[config.mk]
export PLATFORM = sky130hd
export DESIGN_NAME = seq_divider
export DESIGN_NICKNAME = d
export VERILOG_FILES = /design/src/rtl/arith_pkg.sv /design/src/rtl/subtractor.sv /design/src/rtl/seq_divider.sv
export SDC_FILE = /design/constraint.sdc
export NUM_CORES = 1
export LEC_CHECK = 0
export BUFFER_PORTS_ARGS = -buffer_cell sky130_fd_sc_hd__buf_2
export CAP_MARGIN = 20
export CELL_PAD_IN_SITES_DETAIL_PLACEMENT = 2
export CELL_PAD_IN_SITES_GLOBAL_PLACEMENT = 2
export CORE_ASPECT_RATIO = 0.7
export CORE_MARGIN = 4
export CORE_UTILIZATION = 39
export DETAILED_ROUTE_END_ITERATION = 10
export HOLD_SLACK_MARGIN = 0.08
export PLACE_DENSITY_LB_ADDON = 0.1
export SYNTH_ARGS = -nofsm -noshare
export SYNTH_HDL_FRONTEND = slang
export SYNTH_HIERARCHICAL = 1
export SYNTH_SLANG_ARGS = --single-unit
[constraint.sdc]
create_clock -name clk -period 4.55 [get_ports clk]
set_clock_uncertainty 0.15 [all_clocks]
set_input_delay 0.6825 -clock clk [delete_from_list [all_inputs] [get_ports clk]]
set_output_delay 0.6825 -clock clk [all_outputs]
set_load 0.05 [all_outputs]
[src/rtl/arith_pkg.sv]
// Shared definitions for the arithmetic lab datapath blocks.
package arith_pkg;

    localparam int DIV_WIDTH = 5;

    typedef enum logic [1:0] {
        IDLE = 2'd0,
        RUN  = 2'd1,
        DONE = 2'd2
    } state_t;

endpackage

[src/rtl/subtractor.sv]
// Combinational a - b with the borrow out of the top bit.
module subtractor #(
    parameter int W = 6
) (
    input  logic [W-1:0] a,
    input  logic [W-1:0] b,
    output logic [W-1:0] diff,
    output logic         borrow
);

    assign {borrow, diff} = {1'b0, a} - {1'b0, b};

endmodule

[src/rtl/seq_divider.sv]
// Restoring shift-and-subtract divider, one quotient bit per clock.
// state | meaning
// IDLE  | waiting for start; operands captured on accept
// RUN   | one trial subtraction per edge, WIDTH edges total
// DONE  | one-cycle done pulse, results valid
module seq_divider
    import arith_pkg::*;
#(
    parameter int WIDTH = DIV_WIDTH,
    parameter int CNT_W = 3
) (
    input  logic             clk,
    input  logic             rst_n,
    input  logic             start,
    input  logic [WIDTH-1:0] dividend,
    input  logic [WIDTH-1:0] divisor,
    output logic [WIDTH-1:0] quotient,
    output logic [WIDTH-1:0] remainder,
    output logic             busy,
    output logic             done,
    output logic             div_by_zero
);

    state_t           state, state_nxt;
    logic [CNT_W-1:0] cnt;
    logic [WIDTH-1:0] a_reg;
    logic [WIDTH-1:0] q_reg;
    logic [WIDTH-1:0] d_reg;

    logic [WIDTH:0]   a_sh;
    logic [WIDTH:0]   t_diff;
    logic             t_borrow;
    logic             take;
    logic [WIDTH-1:0] a_next;
    logic [WIDTH-1:0] q_next;
    logic             cnt_last;

    // Restored remainder stays below D, so its top bit is always zero and
    // only WIDTH bits are held; the shifted value needs the full WIDTH+1.
    assign a_sh = {a_reg, q_reg[WIDTH-1]};

    subtractor #(.W(WIDTH + 1)) u_sub (
        .a      (a_sh),
        .b      ({1'b0, d_reg}),
        .diff   (t_diff),
        .borrow (t_borrow)
    );

    // a_sh < 2*D, so the sign bit and the borrow agree on a failed trial.
    assign take     = ~(t_diff[WIDTH] | t_borrow);
    assign a_next   = take ? t_diff[WIDTH-1:0] : a_sh[WIDTH-1:0];
    assign q_next   = {q_reg[WIDTH-2:0], take};
    assign cnt_last = (cnt == CNT_W'(WIDTH - 1));

    always_ff @(posedge clk or negedge rst_n) begin
        if (!rst_n) begin
            state <= IDLE;
        end else begin
            state <= state_nxt;
        end
    end

    always_comb begin
        state_nxt = state;
        busy      = 1'b0;
        done      = 1'b0;
        case (state)
            IDLE: begin
                if (start) begin
                    state_nxt = (divisor == '0) ? DONE : RUN;
                end
            end
            RUN: begin
                busy = 1'b1;
                if (cnt_last) begin
                    state_nxt = DONE;
                end
            end
            DONE: begin
                done      = 1'b1;
                state_nxt = IDLE;
            end
            default: state_nxt = IDLE;
        endcase
    end

    always_ff @(posedge clk or negedge rst_n) begin
        if (!rst_n) begin
            cnt         <= '0;
            a_reg       <= '0;
            q_reg       <= '0;
            d_reg       <= '0;
            quotient    <= '0;
            remainder   <= '0;
            div_by_zero <= 1'b0;
        end else begin
            case (state)
                IDLE: begin
                    if (start) begin
                        if (divisor == '0) begin
                            quotient    <= '1;
                            remainder   <= dividend;
                            div_by_zero <= 1'b1;
                        end else begin
                            q_reg       <= dividend;
                            d_reg       <= divisor;
                            a_reg       <= '0;
                            cnt         <= '0;
                            div_by_zero <= 1'b0;
                        end
                    end
                end
                RUN: begin
                    a_reg <= a_next;
                    q_reg <= q_next;
                    cnt   <= cnt + 1'b1;
                    if (cnt_last) begin
                        quotient  <= q_next;
                        remainder <= a_next;
                    end
                end
                default: ;
            endcase
        end
    end

endmodule

# --- Word-level counts from Yosys, hierarchy flattened ---
# Cells that the tools add are included.
totals:
  register_bits: 31
  latch_bits: 0
  ramBits: 0
  mem_bits_ro: 0
  out_inout_bits: 13
  mem_count: 0
classes:
  addsub: 2
  multipliers: 0
  n_div: 0
  order_cmp: 0
  n_eq_ne: 7
  shift: 0
  mux: 25
  bitwise: 3
  n_reduce_logical: 8
op_table:
  columns: ["operator", "count"]
  rows:
  - ["$mux 5", 11]
  - ["$pmux 5 s2", 4]
  - ["$ne 2x2->1 const B", 4]
  - ["$sub 6x5->7", 1]
  - ["$mux 2", 3]
  - ["$mux 3", 2]
  - ["$pmux 3 s2", 1]
  - ["$reduce_and 3->1", 2]
  - ["$logic_not 5->1", 1]
  - ["$pmux 2 s2", 1]
  - ["$reduce_and 2->1", 2]
  - ["$reduce_and 4->1", 1]
  - ["$add 3x1->3 const B", 1]
  - ["$eq 3x3->1 const B", 1]
  - ["$mux 1", 3]
  - ["$eq 2x1->1 const B", 1]
  - ["$eq 2x2->1 const B", 1]
  - ["$logic_not 2->1", 1]
  - ["$not 1->1", 2]
  - ["$reduce_bool 2->1", 1]
  - ["$or 1x1->1", 1]

# --- Depth between registers and ports, before layout ---
# Gate-level depths: netlist of the first run.
logic_depth:
  depth_word: 5
  depth_mapped: 11
  depth_no_buf: 11

# --- Modules after synthesis ---
# The synthesis of the first run kept the hierarchy.
modules_own_cells:
  columns: ["module", "instances", "cells_each", "area_per_inst_um2", "seq_area_each_um2"]
  rows:
  - ["seq_divider", 1, 119, 1436.4, 775.7]
  - ["subtractor", 1, 36, 265.3, 0.0]

# --- Worst setup path before layout of the first run ---
# Ideal clock, no wire load.
synth_timing:
  path_kind: "register -> register"
  from: "register a_reg[3]"
  to: "register remainder[0]"
  setup_ns: 0.125
  t_arrival_ns: 2.255
  required_time_ns: 4.275
  path_slack_ns: 2.020
  path_stages_with_launch: 9
  n_path_buf: 0
  synth_period_minus_slack_ns: 2.530
  path_cell_list: "dfrtp_1 > ha_1 > nor2b_1 > a221oi_1 > o311ai_1 > nor2_1 > mux2i_1 > o21ai_0 > mux2_4"
synth_via:
  elab_chain_cells: 5
synth_lines:
  columns: ["item", "line_no", "text"]
  rows:
  - ["from (decl)", "seq_divider.sv:26", "logic [WIDTH-1:0] a_reg;"]
  - ["from (signal assigned)", "seq_divider.sv:114", "a_reg <= a_next;"]
  - ["$sub 6x5->7", "subtractor.sv:11", "assign {borrow, diff} = {1'b0, a} - {1'b0, b};"]
  - ["net t_diff[5]", "seq_divider.sv:31", "logic [WIDTH:0] t_diff;"]
  - ["$or 1x1->1", "seq_divider.sv:50", "assign take = ~(t_diff[WIDTH] | t_borrow);"]
  - ["$mux 5", "seq_divider.sv:51", "assign a_next = take ? t_diff[WIDTH-1:0] : a_sh[WIDTH-1:0];"]
  - ["$mux 5", "seq_divider.sv:117", "if (cnt_last) begin"]
  - ["$pmux 5 s2", "seq_divider.sv:97", "case (state)"]
  - ["to (signal assigned)", "seq_divider.sv:102", "remainder <= dividend;"]
  - ["to (signal assigned)", "seq_divider.sv:119", "remainder <= a_next;"]
  - ["to (decl)", "seq_divider.sv:18", "output logic [WIDTH-1:0] remainder,"]
# The timed path passes the listed nets, and every way through them passes these cells. The select of a mux whose other input is x is not followed.
# A chain may end at the register's enable or synchronous reset.

# --- Worst setup path in the final report of the first run ---
# Ends and elaborated chain as after synthesis.

==> metrics.yaml, run 1 <==
pwr:
  p_leak_nw: 0.882
  p_per_area_mw_per_mm2: 872
  vdd.ir_drop.worst_uv: 404
floorplan:
  core_area_mm2: 0.00407
  start_util_pct: 41.9
  io_pins: 26
  die_x_um: 87.0
  chipHeight_um: 63.3
  rows: 19
  die_area_mm2: 0.00550
timing:
  slew_headroom_pct: 50.7
  timing.hold.ws_ns: 0.296
  fin_crit_sh_pct: 68.0
  hold_viol: 0
  max_freq_mhz: 323
  period_minus_slack_ns: 3.10
  final.setup.tns_ns: 0
  finalSetupViolations: 0
  max_slew.worst_pin.slew_ns: 0.740
  final-max-slew-violation-count: 0
  rsz0062_at_grt: "false"
placement:
  gp_congestion: 0.762
  portBuffers: 25
  place_hpwl_um: 3630
critical_path:
  critPathRequiredTime_ns: 4.58
  cp.depth: 8
  crit_chain: "ha_1 -> nor2b_1 -> a221oi_1 -> o311ai_1 -> nor2_1 -> mux2i_1 -> o21ai_0 -> mux2_4"
  crit_type: "reg -> reg"
  critPathTopFamily: "simple AND/OR/NAND/NOR gates"
  slowest_stage: "nor2_1"
  cp_max_fo: 7
  crit_path_max_incr_delay_ns: 0.57
  cp-start-kind: "flip-flop"
  cp_num_buf_inv: 0
  arrival_ns: 3.12
  ff2ff_path_depth: 8
  end_kind: "flip-flop"
  r2r_slack_ns: 1.45
drt:
  drt_iter0_drc: 57
  drc: 0
  wirelength_um: 4750
  top_layer: "met4"
  postRouteAntennaNets: 0
  wl_met1_um: 2280
  met3_length_um: 152
  drt_pass1_iterations: 3
  wl_per_cell_um: 20.1
  viasPerCell: 5.66
  wl_met2_um: 2200
  dr_total_vias: 1335
logic_synthesis:
  netlist.top_cell.by_area: "dfrtp_1"
  synth.avg_cell_area_um2: 11.0
  synth-edff-count: 0
  synth.top_cells.by_count: "dfrtp_1 (31), inv_1 (13), a21oi_1 (10), o22ai_1 (10)"
  synth_cell_type_count: 40
  yosys-top-cells-area: "dfrtp_1 (46%), ha_1 (5.9%), mux2_2 (4.6%), o22ai_1 (3.7%), mux2i_1 (3.5%)"
  synth_nets: 177
  synth_area_mm2: 0.00170
  synthArstFlopShare_pct: 100
  syn-instance-count: 155
  synthFlopType: "dfrtp_1"
  yosysMostFrequentCell: "dfrtp_1"
  synth-seq-area-share_pct: 45.6
  yosysWarnings: 6
  ys_ff_latch: 31
  synth_top_area_share_pct: 45.6
cells_and_area:
  n_antenna_cell: 0
  layout.nets: 205
  syn_to_final_growth_pct: 15.0
  fill_cells: 419
  layout-drive-gt1-share_pct: 28.8
grt:
  grt.overflow.total: 0
  grt_max_degree: 32
  antenna_found_initial: 0
  grtUsageTotal_pct: 19.3
  grt_pass1_vias: 1512
  grt_first_pass_wirelength_um: 8000
flow_run:
  cap_violations: 0
cts:
  numCtsBuffers: 5
  cts_resized: 0
  clockRootBuffer: "clkbuf_8"
  clockBufferDepth: 2
  cts_setup_buffers: 0
  htree_levels: 2
  cts_tree: "yes"
  clk_latency_ns: 0.29
  path_clk_slew_ns: 0.07
  hold_buffers: 0
  cts.sinks: 31
run_status:
  status: "finished, final reports clean"
worst_hold_path:
  hold_path.class: "in -> async"
-- layout make-up --
class / count / area (um2) / area share, %
inverter: 14 / 52.6 / 2.69
tap: 52 / 65.1 / 3.32
sequential: 31 / 776 / 39.6
multi-input combinational: 106 / 838 / 42.8
timing repair buffer: 25 / 125 / 6.39
clock buffer: 8 / 100 / 5.12
-- worst register-to-register path, stage by stage (launching register included) --
cell,delay (ns)
dfrtp_1,0.41
ha_1,0.36
nor2b_1,0.17
a221oi_1,0.39
o311ai_1,0.17
nor2_1,0.57
mux2i_1,0.30
o21ai_0,0.15
mux2_4,0.32
-- power by group --
group	total [W]	internal, W	switching [W]	leakage, nW
Clock	0.000246	0.000138	0.000108	0.0515
Combinational	0.000947	0.000359	0.000588	0.456
Sequential	0.000514	0.000403	0.000110	0.374
Total	0.00171	0.000900	0.000807	0.882
-- worst paths after layout --
| check | start | endpoint |
|---|---|---|
| max | a_reg[3] | remainder[0] |
| min | rst_n | cnt[1] |
| max reg2reg | a_reg[3] | remainder[0] |
| min reg2reg | quotient[4] | quotient[4] |
| max in group asynchronous | rst_n | a_reg[2] |
| min in group clk | quotient[4] | quotient[4] |
-- cells by family after synthesis --
kind of cell,count (synthesis),synth area share [%]
muxes,17,11.7
DFF,31,45.6
and+or+nand+nor,25,7.57
adders and majority gates,9,7.06
other,1,0.220
xor gates and xnor gates,2,1.03
AOI/OAI and AO/OA,52,21.7
buffers and inverters,18,5.15
-- cell usage in the layout, fill, tap and decap left out, types with 4 or more instances in the layout --
| master | count |
|---|---|
| nand2_1 | 8 |
| o21ai_0 | 7 |
| nor2b_1 | 4 |
| mux2i_1 | 6 |
| dfrtp_1 | 31 |
| inv_1 | 13 |
| mux2_2 | 7 |
| buf_2 | 25 |
| o22a_2 | 5 |
| nor2_1 | 6 |
| a21oi_1 | 10 |
| mux2_4 | 4 |
| o22ai_1 | 10 |
| ha_1 | 8 |
| o2bb2ai_1 | 5 |
| clkbuf_8 | 7 |
-- layer usage --
metal,track usage (%),vias up
li1,-,620
met1,26.0,679
met2,29.3,25
met3,4.82,11
met4,8.17,0
met5,0,-
-- stage by stage --
stage | power, W | worst slack (ns) | util (%) | cells | instance area (um2)
2_1_floorplan | 0.00122 | 2.02 | - | 155 | 1700
3_3_place_gp | 0.00140 | 1.66 | 45.7 | 228 | 1860
3_5_place_dp | 0.00147 | 1.52 | 45.7 | 228 | 1860
4_1_cts | 0.00172 | 1.49 | 48.1 | 236 | 1960
5_1_grt | 0.00184 | 1.28 | 48.1 | 236 | 1960
6_report | 0.00171 | 1.45 | 48.1 | 236 | 1960
Power figures use the tool's default switching activity.
==> run 2, diff against run 1 <==
--- a/config.mk
+++ b/config.mk
@@ -5,13 +5,14 @@
 export SDC_FILE = /design/constraint.sdc
 export NUM_CORES = 1
 export LEC_CHECK = 0
+export ABC_AREA = 1
 export BUFFER_PORTS_ARGS = -buffer_cell sky130_fd_sc_hd__buf_2
 export CAP_MARGIN = 20
 export CELL_PAD_IN_SITES_DETAIL_PLACEMENT = 2
 export CELL_PAD_IN_SITES_GLOBAL_PLACEMENT = 2
 export CORE_ASPECT_RATIO = 0.7
 export CORE_MARGIN = 4
-export CORE_UTILIZATION = 39
+export CORE_UTILIZATION = 29
 export DETAILED_ROUTE_END_ITERATION = 10
 export HOLD_SLACK_MARGIN = 0.08
 export PLACE_DENSITY_LB_ADDON = 0.1
==> constraint.sdc (replaced) <==
create_clock -name clk -period 2.5 [get_ports clk]
set_clock_uncertainty 0.15 [all_clocks]
set_input_delay 0.375 -clock clk [delete_from_list [all_inputs] [get_ports clk]]
set_output_delay 0.375 -clock clk [all_outputs]
set_load 0.05 [all_outputs]
==> metrics.yaml, run 2 <==
critical_path:
  rr_startpoint: "q_reg[4]"
  critPathRequiredTime_ns: 2.59  # -1.99 ns
  cp-start-kind: "flip-flop"
  cp_max_fo: 7  # unchanged
  crit_type: "reg -> reg"
  arrival_ns: 2.36  # -0.76 ns
  r2r_slack_ns: 0.23  # -1.23 ns
  crit_chain: "inv_1 -> ha_1 -> inv_1 -> fa_1 -> nand3_1 -> nand2_1 -> a21boi_2 -> nor2_4 -> nor2_4 -> nand2_1 -> nand3_1 -> nand2_1 -> nand2_1"
  crit_start: "q_reg[4]"
  cpMostUsedCell: "nand2_1"
  crit_path_max_incr_delay_ns: 0.41  # -0.16 ns
  slowest_stage: "dfrtp_1"
  end_kind: "flip-flop"
drt:
  wl_per_cell_um: 16.3  # -19%
  drt_pass1_iterations: 4  # +1
  viasPerCell: 4.70  # -17%
  drt_iter0_drc: 25  # -56%
  wirelength_um: 5460  # +15%
  postRouteAntennaNets: 0  # unchanged
  dr_total_vias: 1580  # +18%
  drc: 0  # unchanged
cells_and_area:
  finalNonFillerCells: 336  # +42%
  final_cell_mix: "nand2_1 (97), dfrtp_1 (31), buf_2 (25)"
  layout-drive-gt1-share_pct: 19.2  # -9.6 points
  final_common_cell: "nand2_1"
  fill_cells: 684  # +63%
  syn_to_final_growth_pct: 21.1
  n_antenna_cell: 0  # unchanged
  layout.nets: 282  # +38%
logic_synthesis:
  ys_ff_latch: 31  # unchanged
  yosysMostFrequentCell: "nand2_1"
  synth_nets: 249  # +41%
  synth_cell_type_count: 27  # -33%
  synthFlopType: "dfrtp_1"
  synth-edff-count: 0  # unchanged
  yosysWarnings: 6  # unchanged
  synth-seq-area-share_pct: 44.7  # -0.86 points
  synth.top_cells.by_count: "nand2_1 (97), dfrtp_1 (31), nand3_1 (23), inv_1 (21)"
  netlist.top_cell.by_area: "dfrtp_1"
  syn-instance-count: 227  # +46%
  synth.avg_cell_area_um2: 7.64  # -30%
  synth_top_area_share_pct: 44.7  # -0.86 points
  yosys-top-cells-area: "dfrtp_1 (45%), nand2_1 (21%), nand3_1 (6.6%), ha_1 (5.8%), inv_1 (4.5%)"
  synthArstFlopShare_pct: 100  # unchanged
  synth_area_mm2: 0.00173  # +1.9%
grt:
  grt_max_degree: 32  # unchanged
  antenna_found_initial: 0  # unchanged
  grtUsageTotal_pct: 17.2  # -2.1 points
  grt_pass1_vias: 1859  # +23%
  grt_first_pass_wirelength_um: 9550  # +19%
  grt.overflow.total: 0  # unchanged
placement:
  pre_cts_ws_ns: 0.0883  # -1.43 ns
  place_hpwl_um: 4220  # +16%
  dp_cells: 327  # +43%
  gp_congestion: 0.745  # -2.3%
  portBuffers: 25  # unchanged
cts:
  htree_levels: 2  # unchanged
  path_clk_slew_ns: 0.07  # about the same
  clockRootBuffer: "clkbuf_8"
  clk_latency_ns: 0.29  # about the same
  cts_tree: "yes"
  clockBufferDepth: 2  # unchanged
  cts.sinks: 31  # unchanged
  numCtsBuffers: 5  # unchanged
floorplan:
  die_x_um: 100  # +15%
  io_pins: 26  # unchanged
  die_area_mm2: 0.00730  # +33%
  core_area_mm2: 0.00576  # +42%
  start_util_pct: 30.1  # -12 points
  chipHeight_um: 72.7  # +15%
  rows: 23  # +4
timing:
  setup_slack_ns: 0.226  # -1.23 ns
  final.setup.tns_ns: 0  # unchanged
  max_freq_mhz: 440  # +36%
  final-max-slew-violation-count: 0  # unchanged
  period_minus_slack_ns: 2.27  # -0.822 ns
  slew_headroom_pct: 49.2  # -1.5 points
  rsz0062_at_grt: "false"
  max_slew.worst_pin.slew_ns: 0.762  # +0.0228 ns
  fin_crit_sh_pct: 91.0  # +23 points
  finalSetupViolations: 0  # unchanged
  hold_viol: 0  # unchanged
run_status:
  status: "finished, final reports clean"
flow_run:
  cap_violations: 0  # unchanged
worst_hold_path:
  min_from: "divisor[1]"
  hold_path.class: "in -> reg"
==> run 2: critical path, delay by kind of cell, from the launching register on <==
family                     cells  cell delay [ns]
AOI/OAI and AO/OA              1             0.18
adders and majority gates      2             0.59
buffers and inverters          2             0.15
DFF                            1             0.41
and+or+nand+nor                8             0.76
==> run 2: cell type report <==
cell class	instances	area [um2]	area share, %
Clock inverter	2	35.0	1.67
Timing Repair Buffer	29	158	7.51
Sequential cell	31	776	36.9
Clock buffer	6	82.6	3.93
Multi-Input combinational cell	170	868	41.4
Inverter	23	86.3	4.11
Tap cell	75	93.8	4.47
==> run 2: cells by family (layout without fill, tap and decap cells) <==
group | after synthesis | in the layout | synth area share [%]
XOR/XNOR | 3 | 3 | 1.52
flip-flops | 31 | 31 | 44.7
AO/OA/AOI/OAI | 13 | 13 | 4.11
adder cells (fa/ha/maj) | 9 | 9 | 6.93
other | 1 | 1 | 0.216
AND/OR/NAND/NOR | 144 | 144 | 36.4
buffers and inverters | 26 | 60 | 6.13
==> run 2: per-stage QoR <==
step	hold WS [ns]	cell area, um2	utilization [%]
floorplan	-0.0706	1730	-
global placement	0.303	1960	34.0
detailed placement	0.307	1960	34.0
CTS	0.135	2080	36.2
global route	0.144	2100	36.5
finish	0.143	2100	36.5
==> run 2: repair_timing <==
| item | 4_1_cts | 5_1_grt |
|---|---|---|
| hold buffers | 1 | 0 |
| endpoints found under the hold margin | 31 | 0 |
| endpoints found under the setup margin | 0 | 12 |
| resized for setup | 0 | 5 |
| setup buffers | 0 | 0 |
==> run 2: final timing paths <==
kind                                end  cells past startpoint
setup / recovery           remainder[1]                     13
hold / removal                 d_reg[1]                      3
setup reg to reg           remainder[1]                     13
hold reg to reg             quotient[2]                      2
max in group asynchronous      a_reg[3]                      2
min in group asynchronous        cnt[2]                      2
==> run 2: routing by layer <==
metal | share of wire (%) | GRT usage (%) | vias to the layer above | wire length, um
li1 | - | - | 773 | -
met3 | 2.9 | 3.63 | 5 | 157
met1 | 53 | 25.4 | 781 | 2890
met5 | 0 | 0 | - | 0
met2 | 43 | 25.4 | 21 | 2360
met4 | 0.99 | 4.48 | 0 | 54
Power of run 2 is left out: the tool's default activity adds up to more than one toggle a clock period on the data nets, which glitch-free logic cannot reach.
==> run 3, diff against run 2 <==
--- a/config.mk
+++ b/config.mk
@@ -10,7 +10,6 @@
 export CAP_MARGIN = 20
 export CELL_PAD_IN_SITES_DETAIL_PLACEMENT = 2
 export CELL_PAD_IN_SITES_GLOBAL_PLACEMENT = 2
-export CORE_ASPECT_RATIO = 0.7
 export CORE_MARGIN = 4
 export CORE_UTILIZATION = 29
 export DETAILED_ROUTE_END_ITERATION = 10
==> metrics.yaml, run 3 (synthesized netlist as in run 2, its figures left out) <==
cts:
  cts_tree: "yes"
  cts.sinks: 31  # unchanged
  clk_latency_ns: 0.29  # about the same
  clockBufferDepth: 2  # unchanged
  numCtsBuffers: 5  # unchanged
  htree_levels: 2  # unchanged
  clockRootBuffer: "clkbuf_8"
  path_clk_slew_ns: 0.07  # about the same
  cts_setup_buffers: 0  # unchanged
critical_path:
  crit_type: "reg -> reg"
  crit_path_max_incr_delay_ns: 0.41  # about the same
  cp_max_fo: 7  # unchanged
  ff2ff_path_depth: 12  # -1
  slowest_stage: "dfrtp_1"
  critPathTopFamily: "simple AND/OR/NAND/NOR gates"
  cp_num_buf_inv: 2  # unchanged
  cpMostUsedCell: "nand2_1"
  cp-start-kind: "flip-flop"
  crit_start: "q_reg[4]"
  rr_startpoint: "q_reg[4]"
  cp.depth: 12  # -1
  r2r-end: "a_reg[1]"
  end_kind: "flip-flop"
  critPathRequiredTime_ns: 2.58  # about the same
  crit_chain: "inv_1 -> ha_1 -> inv_1 -> fa_1 -> nand3_1 -> nand2_1 -> a21boi_1 -> nor2_2 -> nor2_4 -> nand2_1 -> and2_1 -> nand2_1"
  r2r_slack_ns: 0.26  # +0.03 ns
  worst_setup_path_endpoint: "a_reg[1]"
  arrival_ns: 2.33  # -0.03 ns
placement:
  portBuffers: 25  # unchanged
  place_hpwl_um: 3760  # -11%
  gp_congestion: 0.740  # -0.72%
  pre_cts_ws_ns: 0.148  # +0.0601 ns
  placed_area_mm2: 0.00194  # -0.96%
timing:
  max_slew.worst_pin.slew_ns: 0.713  # -0.0490 ns
  final-max-slew-violation-count: 0  # unchanged
  fin_crit_sh_pct: 89.8  # -1.2 points
  timing.hold.ws_ns: 0.144  # +0.000905 ns
  finalSetupViolations: 0  # unchanged
  setup_slack_ns: 0.255  # +0.0293 ns
  hold_viol: 0  # unchanged
  max_freq_mhz: 445  # +1.3%
  final.setup.tns_ns: 0  # unchanged
  period_minus_slack_ns: 2.24  # -0.0293 ns
  slew_headroom_pct: 52.5  # +3.3 points
  rsz0062_at_grt: "false"
drt:
  drt_pass1_iterations: 4  # unchanged
  viasPerCell: 4.65  # -1.2%
  drt_iter0_drc: 39  # +56%
  postRouteAntennaNets: 0  # unchanged
  wirelength_um: 4870  # -11%
  drc: 0  # unchanged
  dr_total_vias: 1538  # -2.7%
  wl_per_cell_um: 14.7  # -9.5%
floorplan:
  start_util_pct: 30.7  # +0.61 points
  io_pins: 26  # unchanged
  core_area_mm2: 0.00564  # -2.0%
  die_x_um: 85.3  # -15%
  rows: 27  # +17%
  die_area_mm2: 0.00728  # -0.27%
  chipHeight_um: 85.3  # +17%
pwr:
  p_per_area_mw_per_mm2: 1610
  p_leak_nw: 1.15
  power_w: 0.00331
  vdd.ir_drop.worst_uv: 525
flow_run:
  cap_violations: 0  # unchanged
grt:
  grt.overflow.total: 0  # unchanged
  grt_first_pass_wirelength_um: 8470  # -11%
  antenna_found_initial: 0  # unchanged
  grt_pass1_vias: 1700  # -8.6%
  grt_max_degree: 32  # unchanged
  grtUsageTotal_pct: 14.8  # -2.3 points
cells_and_area:
  layout-drive-gt1-share_pct: 18.1  # -1.0 points
  fill_cells: 700  # +2.3%
  final_common_cell: "nand2_1"
  design_area_mm2: 0.00206  # -2.0%
  final_cell_mix: "nand2_1 (97), dfrtp_1 (31), buf_2 (25)"
  n_antenna_cell: 0  # unchanged
  syn_to_final_growth_pct: 18.7
  layout.nets: 280  # -0.71%
worst_hold_path:
  hold_depth: 3  # unchanged
  hold_path.class: "in -> reg"
run_status:
  status: "finished, final reports clean"
## run 3: what timing repair did
item	CTS	global route
setup endpoints to repair	0	10
resized for setup	0	3
endpoints found under the hold margin	31	0
hold buffers	1	0
## run 3: worst min-delay path by stage
stage          slack [ns]           to   startpoint
3_5_place_dp         0.31  quotient[4]  quotient[4]
3_3_place_gp         0.30  quotient[4]  quotient[4]
6_report             0.14     d_reg[2]   divisor[2]
5_1_grt              0.16     d_reg[2]   divisor[2]
4_1_cts              0.14     d_reg[2]   divisor[2]
2_1_floorplan       -0.07     a_reg[0]        rst_n
## run 3: metrics by stage
step | utilization, % | instances
finish | 36.5 | 331
global route | 36.5 | 331
CTS | 36.3 | 331
detailed placement | 34.3 | 322
global placement | 34.3 | 322
floorplan | - | 227
## run 3: layout make-up
class,count,area [um2],share of cell area (%)
clock inverter,1,7.51,0.365
sequential,31,776,37.7
timing repair buffer,27,143,6.93
clock buffer,7,96.3,4.68
multi-input combinational,170,860,41.8
tap,72,90.1,4.38
inverter,23,86.3,4.19
## run 3: metal layers
layer / GRT usage (%) / routed length (um) / share of wire [%] / up-vias
met3: 3.50 / 188 / 3.9 / 7
li1: - / - / - / 768
met4: 4.32 / 65 / 1.3 / 0
met2: 24.0 / 2240 / 46 / 26
met5: 0 / 0 / 0 / -
met1: 19.6 / 2370 / 49 / 737
## run 3: tightest hold or removal path, delay by kind of cell
kind | cells | cell delay, ns
buffers and inverters | 1 | 0.09
AND/OR/NAND/NOR | 2 | 0.09
## run 3: power by group
part / total, W / internal, W / leakage, nW / switching, W
clock: 0.000453 / 0.000250 / 0.0505 / 0.000202
sequential: 0.000914 / 0.000744 / 0.390 / 0.000170
combinational: 0.00194 / 0.000586 / 0.709 / 0.00136
